`src/rtl/aes_pkg.sv`:
```
// Shared types and constants for the AES SPI front end.
package aes_pkg;

  typedef enum logic [2:0] {
    IDLE      = 3'd0,
    SHIFT_IN  = 3'd1,
    START     = 3'd2,
    WAIT      = 3'd3,
    SHIFT_OUT = 3'd4
  } state_t;

  localparam logic [7:0] DIR_ENC = 8'h00;
  localparam logic [7:0] DIR_DEC = 8'hFF;

  // Frame length: optional direction byte, 128-bit message, K-bit key.
  function automatic int frame_bits(input int k, input int inv);
    return (inv == 2) ? (k + 136) : (k + 128);
  endfunction

endpackage

```
`src/rtl/spi_sync.sv`:
```
// Two-flop synchroniser with rise/fall pulses, one bit lane per input.
module spi_sync #(
  parameter int W = 1
) (
  input  logic         clk,
  input  logic         rst_n,
  input  logic [W-1:0] raw,
  output logic [W-1:0] level,
  output logic [W-1:0] rise,
  output logic [W-1:0] fall
);

  logic [W-1:0] meta;
  logic [W-1:0] sync;
  logic [W-1:0] prev;

  // Synchroniser chain plus one delayed copy for edge detection.
  always_ff @(posedge clk or negedge rst_n) begin
    if (!rst_n) begin
      meta <= '0;
      sync <= '0;
      prev <= '0;
    end else begin
      meta <= raw;
      sync <= meta;
      prev <= sync;
    end
  end

  assign level = sync;
  assign rise  = sync & ~prev;
  assign fall  = ~sync & prev;

endmodule

```
`src/rtl/aes_spi_frontend.sv`:
```
// SPI slave front end: deserialises {dir, message, key}, starts the AES
// core once per good frame and shifts the core result back out on sdo.
module aes_spi_frontend
  import aes_pkg::*;
#(
  parameter int K   = 128,
  parameter int INV = 2
) (
  input  logic           clk,
  input  logic           rst_n,
  input  logic           sck,
  input  logic           sdi,
  input  logic           load,
  output logic           sdo,
  output logic           done,
  output logic           frame_err,
  output logic           core_start,
  output logic           core_decrypt,
  output logic [K-1:0]   core_key,
  output logic [127:0]   core_block,
  input  logic           core_done,
  input  logic [127:0]   core_result
);

  localparam int TOTAL = frame_bits(K, INV);
  localparam int CW    = $clog2(TOTAL + 2);
  localparam logic [CW-1:0] CNT_FULL = CW'(TOTAL);
  localparam logic [CW-1:0] CNT_SAT  = CW'(TOTAL + 1);

  logic [2:0]       sync_level;
  logic [2:0]       sync_rise;
  logic [2:0]       sync_fall;
  logic             sck_rise;
  logic             sck_fall;
  logic             load_level;
  logic             load_rise;
  logic             load_fall;
  logic             sdi_s;
  logic             unused_sync;

  state_t           state_q;
  state_t           state_d;
  logic [TOTAL-1:0] shift_q;
  logic [TOTAL-1:0] shift_d;
  logic [CW-1:0]    cnt_q;
  logic [CW-1:0]    cnt_d;
  logic             take_bit;
  logic             frame_ok;
  logic             dir_dec;
  logic [127:0]     out_q;

  spi_sync #(.W(3)) u_sync (
    .clk   (clk),
    .rst_n (rst_n),
    .raw   ({sck, load, sdi}),
    .level (sync_level),
    .rise  (sync_rise),
    .fall  (sync_fall)
  );

  assign sck_rise    = sync_rise[2];
  assign sck_fall    = sync_fall[2];
  assign load_level  = sync_level[1];
  assign load_rise   = sync_rise[1];
  assign load_fall   = sync_fall[1];
  assign sdi_s       = sync_level[0];
  assign unused_sync = ^{sync_level[2], sync_rise[0], sync_fall[0]};

  // Incoming bit path; a bit arriving with the load falling edge still counts.
  always_comb begin
    take_bit = (state_q == SHIFT_IN) && sck_rise && (load_level || load_fall);
    shift_d  = shift_q;
    cnt_d    = cnt_q;
    if (take_bit) begin
      shift_d = {shift_q[TOTAL-2:0], sdi_s};
      if (cnt_q != CNT_SAT) cnt_d = cnt_q + 1'b1;
    end
    frame_ok = (cnt_d == CNT_FULL);
    if (INV == 0)      dir_dec = 1'b0;
    else if (INV == 1) dir_dec = 1'b1;
    else               dir_dec = (shift_d[TOTAL-1 -: 8] != DIR_ENC);
  end

  // Next-state logic.
  always_comb begin
    state_d = state_q;
    unique case (state_q)
      IDLE:      if (load_rise) state_d = SHIFT_IN;
      SHIFT_IN:  if (load_fall) state_d = frame_ok ? START : IDLE;
      START:     state_d = WAIT;
      WAIT:      if (load_rise) state_d = SHIFT_IN;
                 else if (core_done) state_d = SHIFT_OUT;
      SHIFT_OUT: if (load_rise) state_d = SHIFT_IN;
      default:   state_d = IDLE;
    endcase
  end

  // State register.
  always_ff @(posedge clk or negedge rst_n) begin
    if (!rst_n) state_q <= IDLE;
    else        state_q <= state_d;
  end

  // Frame capture, core operand latch, status flags and output shifter.
  always_ff @(posedge clk or negedge rst_n) begin
    if (!rst_n) begin
      shift_q      <= '0;
      cnt_q        <= '0;
      out_q        <= '0;
      done         <= 1'b0;
      frame_err    <= 1'b0;
      core_key     <= '0;
      core_block   <= '0;
      core_decrypt <= 1'b0;
    end else begin
      shift_q <= shift_d;
      cnt_q   <= cnt_d;
      if (state_d == SHIFT_IN && state_q != SHIFT_IN) begin
        cnt_q     <= '0;
        out_q     <= '0;
        done      <= 1'b0;
        frame_err <= 1'b0;
      end
      if (state_q == SHIFT_IN && load_fall) begin
        if (frame_ok) begin
          core_key     <= shift_d[K-1:0];
          core_block   <= shift_d[K+127:K];
          core_decrypt <= dir_dec;
        end else begin
          frame_err <= 1'b1;
        end
      end
      if (state_q == WAIT && core_done && !load_rise) begin
        out_q <= core_result;
        done  <= 1'b1;
      end
      if (state_q == SHIFT_OUT && sck_fall && !load_rise) begin
        out_q <= {out_q[126:0], 1'b0};
      end
    end
  end

  assign core_start = (state_q == START);
  assign sdo        = out_q[127];

endmodule

```
`config.mk`:
```
export PLATFORM = sky130hd
export DESIGN_NAME = aes_spi_frontend
export DESIGN_NICKNAME = d
export VERILOG_FILES = /design/src/rtl/aes_pkg.sv /design/src/rtl/spi_sync.sv /design/src/rtl/aes_spi_frontend.sv
export SDC_FILE = /design/constraint.sdc
export NUM_CORES = 1
export LEC_CHECK = 0
export CAP_MARGIN = 15
export CORE_ASPECT_RATIO = 0.9
export CORE_MARGIN = 8
export CORE_UTILIZATION = 30
export CTS_CLUSTER_SIZE = 25
export DETAILED_ROUTE_END_ITERATION = 8
export PLACE_DENSITY = 0.52
export RECOVER_POWER = 25
export SLEW_MARGIN = 20
export SYNTH_ARGS = -nofsm -noshare
export SYNTH_HDL_FRONTEND = slang
export SYNTH_HIERARCHICAL = 1
export SYNTH_SLANG_ARGS = --single-unit
```
`constraint.sdc`:
```
create_clock -name clk -period 8.7 [get_ports clk]
set_input_delay 1.305 -clock clk [delete_from_list [all_inputs] [get_ports clk]]
set_output_delay 1.305 -clock clk [all_outputs]
set_load 0.01 [all_outputs]
```
==> results of run 1 <==
## worst max-delay path, cell delays in order
cell and delay [ps]:
sky130_fd_sc_hd__clkbuf_1 2660, sky130_fd_sc_hd__buf_4 930, sky130_fd_sc_hd__buf_4 680
## flip-flops by register name (all words and copies together), names as in the netlist
register	flops
cnt_q	9
core_block	128
core_decrypt	1
core_key	128
done	1
frame_err	1
out_q	128
shift_q	264
state_q	3
u_sync/level	3
u_sync/meta	3
u_sync/prev	2
## power by group through the flow
| stage | logic, mW | registers (mW) | clock network (mW) |
|---|---|---|---|
| final | 0.255 | 3.16 | 3.25 |
| after floorplan | 0.0913 | 3.21 | 0 |
| after detailed placement | 0.263 | 3.22 | 0 |
| after global routing | 0.289 | 3.16 | 3.50 |
| after global placement | 0.257 | 3.22 | 0 |
| after CTS | 0.264 | 3.16 | 3.38 |
## metrics by stage
stage / std cells / utilization (%)
after floorplan: 2180 / -
final: 3734 / 39.3
after global placement: 3596 / 36.2
after global routing: 3734 / 39.3
after CTS: 3733 / 39.3
after detailed placement: 3596 / 36.2
## worst paths after layout
path,end,slack (ps),cells after the start
max in group clk,core_block[104],4000,9
min,u_sync/level[1],350,0
min in group asynchronous,shift_q[89],2040,1
max,shift_q[50],3660,3
max reg2reg,core_block[104],4000,9
min reg2reg,u_sync/level[1],350,0
## layout make-up
| cell class | instances | area, sq um | share of cell area [%] |
|---|---|---|---|
| inverter | 133 | 499 | 1.50 |
| tap | 1133 | 1420 | 4.27 |
| timing repair buffer | 415 | 4170 | 12.5 |
| multi-input combinational | 1245 | 7760 | 23.4 |
| clock buffer | 104 | 2190 | 6.59 |
| clock inverter | 33 | 382 | 1.15 |
| sequential | 671 | 16800 | 50.6 |
## cell usage in the layout (no fill, tap or decap), types with 2 or more instances in the layout
master                            count
sky130_fd_sc_hd__nand2_1            778
sky130_fd_sc_hd__dfrtp_1            671
sky130_fd_sc_hd__clkdlybuf4s50_1    389
sky130_fd_sc_hd__mux2_1             219
sky130_fd_sc_hd__inv_1              133
sky130_fd_sc_hd__a222oi_1           128
sky130_fd_sc_hd__clkbuf_16           77
sky130_fd_sc_hd__mux2_2              46
sky130_fd_sc_hd__clkbuf_8            16
sky130_fd_sc_hd__buf_4               16
sky130_fd_sc_hd__clkinv_2            13
sky130_fd_sc_hd__clkbuf_1            12
sky130_fd_sc_hd__nor2_1              11
sky130_fd_sc_hd__bufinv_16            6
sky130_fd_sc_hd__nand3_1              5
sky130_fd_sc_hd__xor2_1               5
sky130_fd_sc_hd__inv_6                5
sky130_fd_sc_hd__xnor2_1              4
sky130_fd_sc_hd__dlygate4sd3_1        4
sky130_fd_sc_hd__buf_12               4
sky130_fd_sc_hd__and2b_2              4
sky130_fd_sc_hd__nor4_1               3
sky130_fd_sc_hd__o21ai_0              3
sky130_fd_sc_hd__a21oi_1              3
sky130_fd_sc_hd__nor3b_1              3
sky130_fd_sc_hd__nand4_1              3
sky130_fd_sc_hd__clkinv_4             3
sky130_fd_sc_hd__clkinvlp_4           3
sky130_fd_sc_hd__a22o_1               2
sky130_fd_sc_hd__a21o_1               2
sky130_fd_sc_hd__nor3_1               2
sky130_fd_sc_hd__mux2i_1              2
sky130_fd_sc_hd__ha_1                 2
sky130_fd_sc_hd__clkinv_8             2
## per-layer routing
metal	track usage (%)	up-vias	part of all wire (%)
li1	-	8029	-
met1	16.6	8577	43
met2	22.5	392	49
met3	3.47	116	5.7
met4	3.86	2	2.4
met5	0	-	0.020
==> results.sh, run 1 <==
export IMPL_cts_root_buf="sky130_fd_sc_hd__clkbuf_16"
export IMPL_cts_made_buffers=75
export IMPL_worst_endpoint_required_ps=9360
export IMPL_switching_share_pct=22.2
export IMPL_worst_skew_pair_late_latency_ps=610
export IMPL_fmax_mhz=198
export IMPL_design_core_area_sq_mm=0.0845
export IMPL_cp_capture_type="async pin"
export IMPL_power_switching_mw=1.48
export IMPL_postSynthNetCount=2316
export IMPL_n_antenna_cell=0
export IMPL_std_cell_rows=101
export IMPL_seq_power_share_pct=47.5
export IMPL_worst_pin_slew_ps=3860
export IMPL_setup_repair_after_global_routing_missed_its_margin="false"
export IMPL_wl_per_cell_um=17.2
export IMPL_crit_reg2reg_launch="u_sync/level[1]"
export IMPL_run_status="complete, but fails checks"
export IMPL_gr_usage_all_layers_pct=13.2
export IMPL_hold_worst_slack_ps=346
export IMPL_critPathLaunch="rst_n"
export IMPL_postSynthAreaPerCell_sq_um=11.8
export IMPL_timing_final_setup_violations=0
export IMPL_setup_tns_final_ps=0
export IMPL_maximum_count_of_clock_buffers_along_a_single_path=3
export IMPL_die_x_um=324
export IMPL_ir_worst_vdd_uv=110
export IMPL_drive_gt1_share_pct=7.96
export IMPL_timing_clock_skew_ps=21.6
export IMPL_vias_in_the_first_global_route=18164
export IMPL_worst_slack_ps=3660
export IMPL_initial_core_util_pct=30.4
export IMPL_min_delay_start="u_sync/meta[1]"
export IMPL_area_delta_synth_final_pct=29.3
export IMPL_worstPathMaxFanout=68
export IMPL_totalPowerFinal_mw=6.66
export IMPL_synth_cell_area_sq_mm=0.0257
export IMPL_layout_cell_area_non_filler_sq_mm=0.0332
export IMPL_final_slew_viol_count=67
export IMPL_ios=395
export IMPL_port_buffer_count=394
export IMPL_cap_violations=1
export IMPL_clock_power_share_pct=48.7
export IMPL_cts_tree="done"
export IMPL_clkSinkCount=671
export IMPL_hold_violations=0
export IMPL_globalplace_congestion=0.744
export IMPL_cellInternalPower_mw=5.18
export IMPL_cts_hold_fix_buffers=0
export IMPL_routed_wl_mm=64.1
export IMPL_place_ws_ps=3950
export IMPL_grt_start_max_net_pins=194
export IMPL_synthesis_instances=2180
export IMPL_max_transition_margin_pct=-157
export IMPL_power_per_cell_area_mw_per_mm2=201
export IMPL_p_leak_nw=17.7
export IMPL_place_hpwl_mm=41.2
export IMPL_fin_nets=2677
export IMPL_crit_arrival_ps=5700
export IMPL_vias=17116
export IMPL_die_area_sq_mm=0.0952
export IMPL_clock_tree_htree_level_count=3
export IMPL_postCtsSetupRepairBufs=0
export IMPL_avgViaCountPerCell=4.58
export IMPL_antenna_violation_net_count_after_detailed_routing=0
export IMPL_final_period_utilization_pct=57.9
export IMPL_hold_path_class="flop to flop"
export IMPL_finalWorstPathRequiredPeriod_ps=5040
export IMPL_antenna_violations_before_repair=4
export IMPL_n_fill_cell=8046
export IMPL_global_route_overflow_total=0
export IMPL_violations_in_the_final_reports="DRC, capacitance limit, slew limit"
export IMPL_placement_cell_area_sq_mm=0.0306
export IMPL_cts_reportedPaths_clkPinSlew_ps=60
export IMPL_grt_first_pass_wirelength_mm=103
export IMPL_pwr_share_comb_pct=3.8
export IMPL_dieHeight_um=294
export IMPL_drt_iter0_drc=1546
export IMPL_setup_worst_path_class="primary input to async pin"
export IMPL_start_kind="primary input"
export IMPL_ys_warnings_count=6
export IMPL_post_cts_repair_resize_count=0
export IMPL_drt_pre_antenna_iters=9
export IMPL_drc_viols=4
No activity file was read; power rests on OpenSTA's default activity.
==> inputs of run 2 (changes only) <==
- PLACE_DENSITY: 0.52 -> 0.53
- clock period: 8.7 -> 4.15 ns (I/O delays scaled with it)
==> results.sh, run 2 (synthesis gave the netlist of run 1 again) <==
export IMPL_start_kind="flop"
export IMPL_layout_cells_most_common_list="sky130_fd_sc_hd__nand2_1, sky130_fd_sc_hd__dfrtp_1, sky130_fd_sc_hd__clkdlybuf4s50_1, sky130_fd_sc_hd__mux2_1, sky130_fd_sc_hd__inv_1"
export IMPL_max_transition_margin_pct=-79.7
export IMPL_timing_final_setup_violations=0
export IMPL_layout_cell_area_non_filler_sq_mm=0.0332
export IMPL_final_cells=3743
export IMPL_final_slew_viol_count=87
export IMPL_hold_path_class="flop to flop"
export IMPL_cts_tree="done"
export IMPL_design_core_area_sq_mm=0.0845
export IMPL_cp_slowest_stage_delay_ps=590
export IMPL_routed_wl_mm=64.6
export IMPL_gr_usage_all_layers_pct=13.3
export IMPL_grt_busiest_layer="met2"
export IMPL_grtUsageMet2_pct=22.2
export IMPL_fmax_mhz=307
export IMPL_grt_start_max_net_pins=144
export IMPL_final_seq_area_sq_mm=0.0168
export IMPL_clock_tree_htree_level_count=3
export IMPL_drive_gt1_share_pct=7.79
export IMPL_n_fill_cell=8022
export IMPL_die_x_um=324
export IMPL_postCtsSetupRepairBufs=0
export IMPL_ios=395
export IMPL_drt_pre_antenna_iters=9
export IMPL_multiInputGateArea_sq_mm=0.00776
export IMPL_drt_iter0_drc=1569
export IMPL_maximum_count_of_clock_buffers_along_a_single_path=3
export IMPL_timing_critical_path_max_delay_family="simple AND/OR/NAND/NOR gates"
export IMPL_initial_core_util_pct=30.4
export IMPL_timing_critical_path_mode_cell="sky130_fd_sc_hd__buf_12"
export IMPL_cts_hold_fix_buffers=0
export IMPL_clkSinkCount=671
export IMPL_violations_in_the_final_reports="DRC, capacitance limit, slew limit"
export IMPL_cap_violations=1
export IMPL_crit_path_top_delay_cell="sky130_fd_sc_hd__or4b_4"
export IMPL_critPathBufInv=2
export IMPL_dieHeight_um=294
export IMPL_cts_made_buffers=75
export IMPL_top_register="shift_q"
export IMPL_cts_reportedPaths_clkPinSlew_ps=60
export IMPL_port_buffer_count=394
export IMPL_setup_repair_after_global_routing_missed_its_margin="false"
export IMPL_worst_pin_slew_ps=2700
export IMPL_final_period_utilization_pct=78.6
export IMPL_worstPathMaxFanout=60
export IMPL_drc_viols=7
export IMPL_worst_endpoint_required_ps=4620
export IMPL_cp_capture_type="flop"
export IMPL_antenna_violations_before_repair=8
export IMPL_place_hpwl_mm=42.7
export IMPL_crit_arrival_ps=3730
export IMPL_post_cts_repair_resize_count=0
export IMPL_cp_cell_sequence="and2b_2 -> nor2_1 -> or4b_4 -> nor4_4 -> nor3b_1 -> o2111ai_4 -> buf_12 -> buf_12 -> mux2_1"
export IMPL_fin_nets=2689
export IMPL_global_route_overflow_total=0
export IMPL_setup_tns_final_ps=0
export IMPL_vias=17299
export IMPL_placement_cell_area_sq_mm=0.0308
export IMPL_timing_clock_skew_ps=10.9
export IMPL_worst_skew_pair_late_latency_ps=600
export IMPL_die_area_sq_mm=0.0952
export IMPL_p_leak_nw=17.7
export IMPL_use_met1_pct=17.0
export IMPL_power_per_cell_area_mw_per_mm2=409
export IMPL_vias_in_the_first_global_route=18385
export IMPL_ir_worst_vdd_uv=301
export IMPL_final_core_util_pct=39.3
export IMPL_antenna_violation_net_count_after_detailed_routing=0
export IMPL_run_status="complete, but fails checks"
export IMPL_globalplace_congestion=0.754
export IMPL_finalWorstPathRequiredPeriod_ps=3260
export IMPL_cts_root_buf="sky130_fd_sc_hd__clkbuf_16"
export IMPL_largest_register_ffs=264
export IMPL_grt_use_met3_pct=3.29
export IMPL_area_delta_synth_final_pct=29.3
export IMPL_final_common_cell="sky130_fd_sc_hd__nand2_1"
export IMPL_grt_first_pass_wirelength_mm=104
export IMPL_std_cell_rows=101
export IMPL_avgViaCountPerCell=4.62
export IMPL_hold_violations=0
export IMPL_wl_per_cell_um=17.3
export IMPL_placed_cells=3609
export IMPL_setup_worst_path_class="flop to flop"
==> run 2: cell count changes in the layout (fill, tap and decap cells not counted), sizes merged, moves of 4 or more <==
cell / change
clkbuf: +10
buf: +7
clkinv: -7
bufinv: -5
clkinvlp: +4
==> run 2: final cells by class <==
type | count | area share, %
Sequential cell | 671 | 50.6
Multi-Input combinational cell | 1245 | 23.4
Timing Repair Buffer | 427 | 13.1
Clock buffer | 109 | 6.62
Tap cell | 1133 | 4.27
Inverter | 133 | 1.50
Clock inverter | 22 | 0.573
Antenna cell | 3 | 0.0226
==> run 2: path summary, 6_finish.rpt <==
kind                                      start              end  slack [ps]  cells after the start
max in group asynchronous                 rst_n      shift_q[47]        1200                      2
worst min register to register   u_sync/meta[1]  u_sync/level[1]         350                      0
min in group asynchronous                 rst_n      shift_q[85]         850                      1
worst min-delay path             u_sync/meta[1]  u_sync/level[1]         350                      0
worst max-delay path            u_sync/level[1]     core_key[47]         890                      9
worst max register to register  u_sync/level[1]     core_key[47]         890                      9
==> run 2: layer usage <==
metal	vias to the layer above	part of all wire (%)	wire (um)
met2	390	49	31500
met3	120	5.1	3310
met5	-	0.053	34
li1	8061	-	-
met1	8722	44	28100
met4	6	2.5	1610
==> run 2: report_power, final <==
group,internal [mW],switching [mW]
Sequential,6.59,0.0401
Clock,3.75,2.64
Combinational,0.191,0.352
Total,10.5,3.04
==> run 2: stage by stage <==
step | hold slack (ps) | setup slack, ps | power, mW
after floorplan | 327 | 1340 | 6.93
after global placement | 339 | 932 | 7.30
after detailed placement | 336 | 902 | 7.31
after CTS | 61.6 | 890 | 13.8
after global routing | 365 | 559 | 14.1
final | 347 | 889 | 13.6
